[config.mk]
export PLATFORM = sky130hd
export DESIGN_NAME = msr_ctrl
export DESIGN_NICKNAME = d
export VERILOG_FILES = /design/src/rtl/msr_ctrl.sv
export SDC_FILE = /design/constraint.sdc
export NUM_CORES = 1
export LEC_CHECK = 0
export ABC_CLOCK_PERIOD_IN_PS = 2500
export CAP_MARGIN = 20
export CORE_AREA = 5 5 68 70
export CTS_CLUSTER_DIAMETER = 120
export DETAILED_ROUTE_END_ITERATION = 7
export DIE_AREA = 0 0 73 75
export GPL_ROUTABILITY_DRIVEN = 0
export PLACE_DENSITY = 0.86
export SYNTH_ARGS = -nofsm -noshare
export SYNTH_HDL_FRONTEND = slang
export SYNTH_SLANG_ARGS = --single-unit
[constraint.sdc]
create_clock -name clk -period 2.5 [get_ports clk]
set_input_delay 0.25 -clock clk [delete_from_list [all_inputs] [get_ports clk]]
set_output_delay 0.25 -clock clk [all_outputs]
set_load 0.02 [all_outputs]
[src/rtl/msr_ctrl.sv]
// Machine-state register with a save/restore copy (SRR1) and a three-state
// interrupt handshake that offers the lowest-index edge-latched pending channel.
module msr_ctrl #(
    parameter int unsigned          MSR_WIDTH = 32,
    parameter logic [MSR_WIDTH-1:0] IMPL_MASK = 32'h0000_9001,
    parameter logic [MSR_WIDTH-1:0] CLR_MASK  = 32'h0000_8000,
    parameter int unsigned          NUM_IRQ   = 4,
    parameter int unsigned          EE_BIT    = 16,
    parameter int unsigned          ME_BIT    = 19,
    parameter int unsigned          LE_BIT    = 31,
    localparam int unsigned         IDW       = (NUM_IRQ > 1) ? $clog2(NUM_IRQ) : 1
) (
    input  logic                 clk,
    input  logic                 rst,
    input  logic                 wr,
    input  logic [MSR_WIDTH-1:0] wd,
    input  logic                 rfi,
    input  logic [NUM_IRQ-1:0]   irq,
    input  logic                 irq_ready,
    output logic [MSR_WIDTH-1:0] rd,
    output logic [MSR_WIDTH-1:0] srr1,
    output logic                 EE,
    output logic                 ME,
    output logic                 LE,
    output logic                 irq_valid,
    output logic [IDW-1:0]       irq_id,
    output logic [NUM_IRQ-1:0]   pending,
    output logic                 in_handler
);

    // Bit numbers are MSB-0; convert to vector indices.
    localparam int unsigned EE_IDX = MSR_WIDTH - 1 - EE_BIT;
    localparam int unsigned ME_IDX = MSR_WIDTH - 1 - ME_BIT;
    localparam int unsigned LE_IDX = MSR_WIDTH - 1 - LE_BIT;

    typedef enum logic [1:0] {S_IDLE, S_REQ, S_ACTIVE} state_e;

    state_e               state_q, state_d;
    logic [MSR_WIDTH-1:0] msr_q, msr_d;
    logic [MSR_WIDTH-1:0] srr1_q, srr1_d;
    logic [NUM_IRQ-1:0]   pend_q, pend_d;
    logic [NUM_IRQ-1:0]   prev_q;
    logic                 armed_q;
    logic [IDW-1:0]       id_q, id_d;

    logic [NUM_IRQ-1:0]   rise;
    logic [NUM_IRQ-1:0]   clr;
    logic [IDW-1:0]       lowest;
    logic                 found;
    logic                 take;

    always_comb begin
        lowest = '0;
        found  = 1'b0;
        for (int unsigned i = 0; i < NUM_IRQ; i++) begin
            if (!found && pend_q[i]) begin
                lowest = IDW'(i);
                found  = 1'b1;
            end
        end
    end

    always_comb begin
        // First cycle after reset only samples irq, so levels held through reset are not edges.
        rise    = armed_q ? (irq & ~prev_q) : '0;
        take    = (state_q == S_REQ) && irq_ready;
        state_d = state_q;
        msr_d   = msr_q;
        srr1_d  = srr1_q;
        id_d    = id_q;
        clr     = '0;

        if (take) begin
            srr1_d  = msr_q;
            msr_d   = msr_q & ~CLR_MASK;
            clr     = NUM_IRQ'(1) << id_q;
            state_d = S_ACTIVE;
        end else if (rfi) begin
            msr_d = srr1_q & IMPL_MASK;
            if (state_q == S_ACTIVE) state_d = S_IDLE;
        end else if (wr) begin
            msr_d = wd & IMPL_MASK;
        end

        if (state_q == S_IDLE && msr_q[EE_IDX] && pend_q != '0) begin
            state_d = S_REQ;
            id_d    = lowest;
        end

        pend_d = (pend_q & ~clr) | rise;
    end

    always_ff @(posedge clk) begin
        if (rst) begin
            state_q <= S_IDLE;
            msr_q   <= '0;
            srr1_q  <= '0;
            pend_q  <= '0;
            prev_q  <= '0;
            armed_q <= 1'b0;
            id_q    <= '0;
        end else begin
            state_q <= state_d;
            msr_q   <= msr_d;
            srr1_q  <= srr1_d;
            pend_q  <= pend_d;
            prev_q  <= irq;
            armed_q <= 1'b1;
            id_q    <= id_d;
        end
    end

    assign rd         = msr_q;
    assign srr1       = srr1_q;
    assign EE         = msr_q[EE_IDX];
    assign ME         = msr_q[ME_IDX];
    assign LE         = msr_q[LE_IDX];
    assign irq_valid  = (state_q == S_REQ);
    assign irq_id     = id_q;
    assign pending    = pend_q;
    assign in_handler = (state_q == S_ACTIVE);

endmodule

# [Yosys cells after proc, flatten, opt, wreduce, memory -nomap -nowiden]
# Cells that the tools add are included.
[totals] word_cells=54 out_inout_bits=75 register_bits=77
[classes] n_reduce_logical=21 n_eq_ne=2 n_bitwise=6 muxes=15 shifts=1
[ops] cell="32-bit two-way mux" n=2
[ops] cell="2-bit two-way mux" n=5
[ops] cell="4-bit bitwise AND" n=2
[ops] cell="4-bit two-way mux" n=2
[ops] cell="4-bit inverter" n=2
[ops] cell="1-bit logical AND" n=6
[ops] cell="1-bit two-way mux" n=6
[ops] cell="2-bit AND reduction" n=3
[ops] cell="2-bit nonzero test" n=3
[ops] cell="3-bit nonzero test" n=2
[ops] cell="4-bit OR" n=1
[ops] cell="4-bit nonzero test" n=1
[ops] cell="2-bit OR reduction" n=2
[ops] cell="1-bit by 2-bit left shift with 4-bit output (first input constant)" n=1
[ops] cell="1-bit logical NOT" n=3
[ops] cell="2-bit by 1-bit == test with 1-bit output (second input constant)" n=1
[ops] cell="2-bit == test (second input constant)" n=1
[ops] cell="2-bit logical NOT" n=1
[ops] cell="1-bit inverter" n=1

# [Longest topological paths before layout]
[depth] word_depth=10 depth_mapped=4 depth_no_buf=3

# [Worst setup path before layout]
# OpenSTA, ideal clock, no wires.
[synth_timing] path_type="reg2reg" start="register pend_q[2] (netlist: pending[2])" end="register id_q[0] (netlist: irq_id[0])" slack_ps=1252 arrival_time_ps=1177 path_stages_with_launch=4 synth_period_minus_slack_ps=1248 setup_time_ps=72 required_ps=2428 cell_sequence="dfxtp_1 -> or2_2 -> o31ai_1 -> mux2i_1"
[synth_between] elab_chain_cells=5
[synth_lines] item="start: declaration" line_no="41" text="logic [NUM_IRQ-1:0] pend_q, pend_d;"
[synth_lines] item="start signal: assignment" line_no="106" text="pend_q <= pend_d;"
[synth_lines] item="1-bit logical AND" line_no="56" text="if (!found && pend_q[i]) begin"
[synth_lines] item="1-bit two-way mux" line_no="56"
[synth_lines] item="1-bit logical NOT" line_no="56"
[synth_lines] item="1-bit logical AND" line_no="56"
[synth_lines] item="2-bit two-way mux" line_no="56"
[synth_lines] item="end signal: assignment" line_no="109" text="id_q <= id_d;"
[synth_lines] item="end: declaration" line_no="44" text="logic [IDW-1:0] id_q, id_d;"
# Parallel ways exist; a longest one is shown, timed or not.
# A chain may end at the register's enable or synchronous reset.

# [Final worst setup path]
[layout_timing] start="register state_q[1]" end="output port in_handler"
[layout_between] elab_chain_cells=1
[layout_lines] item="start: declaration" line_no="38" text="state_e state_q, state_d;"
[layout_lines] item="start signal: assignment" line_no="103" text="state_q <= state_d;"
[layout_lines] item="2-bit == test" line_no="121" text="assign in_handler = (state_q == S_ACTIVE);"
[layout_lines] item="end: declaration" line_no="28" text="output logic in_handler"
# Every way passes these cells.

==> flow_summary.ini <==
[run_status]
status = finished clean

[worst_setup_path]
path_class = reg -> out
worstPathRequired_ps = 2250
rr_worst_depth = 3
startpoint_type = register
crit_path_top_delay_cell = clkdlybuf4s50_1
worst_r2r_startpoint = state_q[1]
worst-path-max-fanout = 7
rrSetupSlack_ps = 1210
crit_chain = nor2b_1 > clkdlybuf4s50_1
slowest_delay_ps = 620
reg2reg_to = rd[12]
cp.arrival_ps = 1450
cp-end-kind = output port

[logic_synthesis]
synth_area_mm2 = 0.001219
synth_commonest_cells = buf_4, dfxtp_1, a21oi_1, nand2_1, o21ai_0
synthArstFlopShare = 0
synthTopCellsByArea = buf_4, dfxtp_1, a21oi_1
synth_most_common_cell = buf_4
ys_types = 25
yosysWarnings = 0
syn-instance-count = 144
synth_flop_cell = dfxtp_1
ys_ff_latch = 19
synth_top_area_frac = 0.3758
synth_edf_count = 0
avgSynthCellArea_um2 = 8.463
yosys.area.top_type = buf_4
synth.yosys.seq_area_share = 0.3121

[timing]
finalCritPeriodShare = 0.6797
fin_crit_ps = 1699
rsz0062_at_grt = false
finalHoldViolations = 0
slew_viol_final = 0
clock.fmax_ghz = 0.5885
setup_tns_ps = 0
finalSetupViolCount = 0
clock-skew-final_ps = 3.165

[cells_and_area]
fin_area_mm2 = 0.001356
area_growth_pct = 11.29
drive_gt1_frac = 0.03509
final_cells = 221
n_antenna_cell = 0
nNetsFinal = 213

[route]
dr.pass1.iters = 4
route.detailed.drc = 0
antenna_left = 0
detail_route.iter0.violations = 22
wirelength_mm = 2.353
viasPerCell = 3.697
wire_per_inst_um = 10.65
vias = 817

[global_routing]
grt_pass1_wl_mm = 3.346
grt_use_total = 0.07994
grt_max_degree = 12
antenna_found_initial = 0
grt_pass1_vias = 758
grt.overflow.total = 0

[clock_tree]
cts_root_buf = clkbuf_8
cts_tree = done
htree_levels = 1
ctsHoldBuffers = 0
cts.clk_slew.worst_paths_ps = 70
cts_setup_buffers = 0
clock_latency_ps = 260
clockBufferDepth = 2
cts_made_buffers = 3
cts_resized = 0
cts.sinks = 19

[flow_run]
maxCapViolCount = 0

[floorplan]
ioPinCount = 116
die_x_um = 73
start_util = 0.3114
die_h_um = 75
core-area_mm2 = 0.003914
die_area_mm2 = 0.005475
std_cell_rows = 23

[power_and_ir_drop]
combPwrFrac = 0.230
ir_drop_v = 0.0003349
power.share.sequential = 0.463
internal_power_uw = 472.5
p_per_area_mw_per_mm2 = 518.7
p_switching_uw = 231.0
p_clk_frac = 0.307
p_leak_uw = 0.0006052
p_sw_frac = 0.3284
fin_total_pwr_uw = 703.5

[min_path]
hold_depth = 2
hold-path-endpoint = srr1[0]
hold_path_class = reg -> reg
min_from = srr1[0]

[placement]
dp.final_hpwl_mm = 1.941
place_area_mm2 = 0.001310
dp.cells = 217
port_buffers = 28
==> registers in the layout, summed over array words and instances (netlist names) <==
name     cells
rd           3
irq_id       2
armed_q      1
pending      4
srr1         3
state_q      2
prev_q       4
==> routing by layer <==
layer,track usage,wire length (um)
met2,0.1321,1077
met3,0.04139,377
met4,0.02459,9
met1,0.08966,888
met5,0,0
==> critical path, delay by kind of cell, from the launching register on <==
kind / cells / cell delay, ps
buffers and inverters: 1 / 620
flip-flops: 1 / 400
AND/OR/NAND/NOR: 1 / 170
==> through the flow <==
| stage | util | worst slack (ps) | hold slack [ps] |
|---|---|---|---|
| final | 0.3465 | 800.7 | 478.4 |
| after global placement | 0.3347 | 961.9 | 466.7 |
| after floorplan | - | 1252 | 321.6 |
| after detailed placement | 0.3347 | 906.3 | 473.1 |
| after global routing | 0.3465 | 700.9 | 497.3 |
| after CTS | 0.3465 | 772.7 | 482.8 |
==> cell usage in the layout (no fill, tap or decap) <==
cell / instances
o31ai_1: 2
and3_1: 1
nor2_1: 2
o21a_1: 1
nand2b_1: 1
a21oi_1: 11
or2_2: 1
nor3b_1: 1
conb_1: 58
or2b_1: 1
nor2b_1: 6
clkdlybuf4s50_1: 28
buf_4: 1
and3b_1: 2
o21ai_0: 7
nor3_1: 1
nand3b_1: 5
mux2i_1: 4
nand2_1: 10
a31o_1: 1
or3_1: 2
and2b_1: 1
inv_1: 1
clkinv_2: 1
clkbuf_8: 3
dfxtp_1: 19
==> cell families after synthesis <==
logic type	after synthesis	synth area share
buffers and inverters	64	0.3912
AND/OR/NAND/NOR	34	0.1612
AO/OA/AOI/OAI	22	0.09958
flip-flops	19	0.3121
multiplexers	4	0.03286
other	1	0.003077
==> power by group through the flow <==
stage | Combinational (uW) | Clock (uW) | Sequential (uW)
global placement | 158 | 0 | 332
floorplan | 177 | 0 | 339
global route | 175 | 233 | 328
finish | 162 | 216 | 326
detailed placement | 160 | 0 | 333
CTS | 160 | 223 | 326
==> area by class of cell <==
type / instances / area [um2]
Clock inverter: 1 / 5.005
Multi-Input combinational cell: 118 / 575.6
Inverter: 1 / 3.754
Sequential cell: 19 / 380.4
Clock buffer: 3 / 41.29
Fill cell: 436 / 2557
Timing Repair Buffer: 29 / 287.8
Tap cell: 50 / 62.56
==> worst max path at each step <==
stage                     startpoint          to  slack, ps
after floorplan           pending[2]   irq_id[0]       1250
after global placement           rfi       rd[0]        960
after detailed placement         rfi      rd[12]        910
after CTS                 state_q[1]  in_handler        770
after global routing      state_q[1]  in_handler        700
final                     state_q[1]  in_handler        800
(Power assumes the default switching activity.)
==> RTL edit (config.mk and constraints unchanged) <==
Set the parameter `MSR_WIDTH` to 64 (it was 32).
--- a/src/rtl/msr_ctrl.sv
+++ b/src/rtl/msr_ctrl.sv
@@ -1,7 +1,7 @@
 // Machine-state register with a save/restore copy (SRR1) and a three-state
 // interrupt handshake that offers the lowest-index edge-latched pending channel.
 module msr_ctrl #(
-    parameter int unsigned          MSR_WIDTH = 32,
+    parameter int unsigned          MSR_WIDTH = 64,
     parameter logic [MSR_WIDTH-1:0] IMPL_MASK = 32'h0000_9001,
     parameter logic [MSR_WIDTH-1:0] CLR_MASK  = 32'h0000_8000,
     parameter int unsigned          NUM_IRQ   = 4,
Ports: changed (resized rd, srr1 and wd); port bits go from 116 to 212. No check against the original RTL was run, so the function may have changed too.
==> RTL edit against the original RTL <==
  * Sequential cell count shrank 7
  * Power shrank 6.7%
  * First-iteration DRC count shrank 95%
  * Setup slack gained 0.25 ns
  * Synthesized area grew 14%
  * Wire length shrank 20%
  * Design area shrank 14%
  * Largest cell class unchanged
  * Largest power group is now combinational logic
  * Highest routed layer unchanged
==> RTL edit: results (changes against the original RTL) <==
metric,value,unit,change
run_status,"finished, final reports clean",,unchanged
grt_pass1_vias,441,,was 758
ys_top_cells_by_area,"sky130_fd_sc_hd__buf_4 71%, sky130_fd_sc_hd__dfxtp_1 17%, sky130_fd_sc_hd__a32o_1 2.2%, sky130_fd_sc_hd__mux2i_1 2.2%, sky130_fd_sc_hd__inv_1 1.4%",,"was sky130_fd_sc_hd__buf_4 38%, sky130_fd_sc_hd__dfxtp_1 31%, sky130_fd_sc_hd__a21oi_1 4.5%, sky130_fd_sc_hd__mux2i_1 3.3%, sky130_fd_sc_hd__nand2_1 3.1%"
placed_cells,231,,was 217
power.share.switching,42.9,%,was 32.8%
drt_first_pass_iters,2,,was 4
final.hold.worst_slack,0.461,ns,was 0.478 ns
worst_setup_hold_path_clk_slew,0.05,ns,was 0.07 ns
non_filler_instance_count_after_layout,235,,was 221
rrSetupSlack,1.81,ns,was 1.21 ns
post-place-ws,1.02,ns,was 0.906 ns
compound_cell_area_share_of_the_yosys_netlist,2.52,%,was 9.96%
routed_via_density,2.72,,was 3.70
numPortBuffers,17,,was 28
design.final.nets,259,,was 213
endpoint_of_the_lowest_slack_register_to_register_path,pending[1]$_SDFF_PP0_,,was rd[12]$_SDFFE_PP0P_
detail_route.iter0.violations,1,,was 22
min_delay_worst_endpoint,pending[2]$_SDFF_PP0_,,was srr1[0]$_SDFFE_PP0P_
static-leakage-power,0.680,nW,was 0.605 nW
average_wire_length_per_cell_after_detail_routing,8.03,um,was 10.6 um
hpwl_detailed,1760,um,was 1940 um
groute.usage.overall,4.59,%,was 7.99%
final_layout_size_suffix_gt1_share,3.78,%,was 3.51%
worst_ep_arrival_time,1.20,ns,was 1.45 ns
detailed_place.area,1110,sq um,was 1310 sq um
min_period,1.45,ns,was 1.70 ns
worst_ir_drop_vdd,362,uV,was 335 uV
fin_worst_skew,0.00244,ns,was 0.00317 ns
global_route_wire_length_before_repair,1880,um,was 3350 um
synth_commonest_cells,"132 x sky130_fd_sc_hd__buf_4, 12 x sky130_fd_sc_hd__dfxtp_1, 5 x sky130_fd_sc_hd__inv_1",,"was 61 x sky130_fd_sc_hd__buf_4, 19 x sky130_fd_sc_hd__dfxtp_1, 11 x sky130_fd_sc_hd__a21oi_1, 10 x sky130_fd_sc_hd__nand2_1, 7 x sky130_fd_sc_hd__o21ai_0"
==> RTL edit: logic make-up after synthesis <==
kind of cell | Yosys count
AOI/OAI and AO/OA | 4
buffers and inverters | 138
DFF | 12
muxes | 3
other | 1
and+or+nand+nor | 8
==> RTL edit: worst max-delay path by stage <==
stage | start | endpoint | cells past startpoint
6_report | rd[0]$_SDFFE_PP0P_ | rd[0] | 1
5_1_grt | rd[15]$_SDFFE_PP0P_ | rd[15] | 1
4_1_cts | pending[2]$_SDFF_PP0_ | pending[2] | 1
3_5_place_dp | rst | pending[1]$_SDFF_PP0_ | 3
3_3_place_gp | rst | pending[0]$_SDFF_PP0_ | 3
2_1_floorplan | rst | pending[0]$_SDFF_PP0_ | 3
==> RTL edit: layout make-up <==
class / count / area [sq um]
Inverter: 5 / 18.8
Sequential cell: 12 / 240
Fill cell: 450 / 2750
Timing Repair Buffer: 17 / 170
Tap cell: 50 / 62.6
Clock buffer: 4 / 55.1
Multi-Input combinational cell: 147 / 621
==> RTL edit: power groups by stage <==
stage | sequential (mW) | combinational, mW | clock [mW]
finish | 0.207 | 0.235 | 0.214
global route | 0.208 | 0.250 | 0.230
CTS | 0.207 | 0.228 | 0.222
detailed placement | 0.211 | 0.227 | 0
global placement | 0.211 | 0.225 | 0
floorplan | 0.218 | 0.347 | 0
==> RTL edit: layer usage <==
metal / wire length, um / part of all wire, % / GRT usage (%)
met5: 0 / 0 / 0
met4: 42 / 2.2 / 4.30
met3: 455 / 24 / 2.27
met2: 1030 / 55 / 8.44
met1: 357 / 19 / 3.38
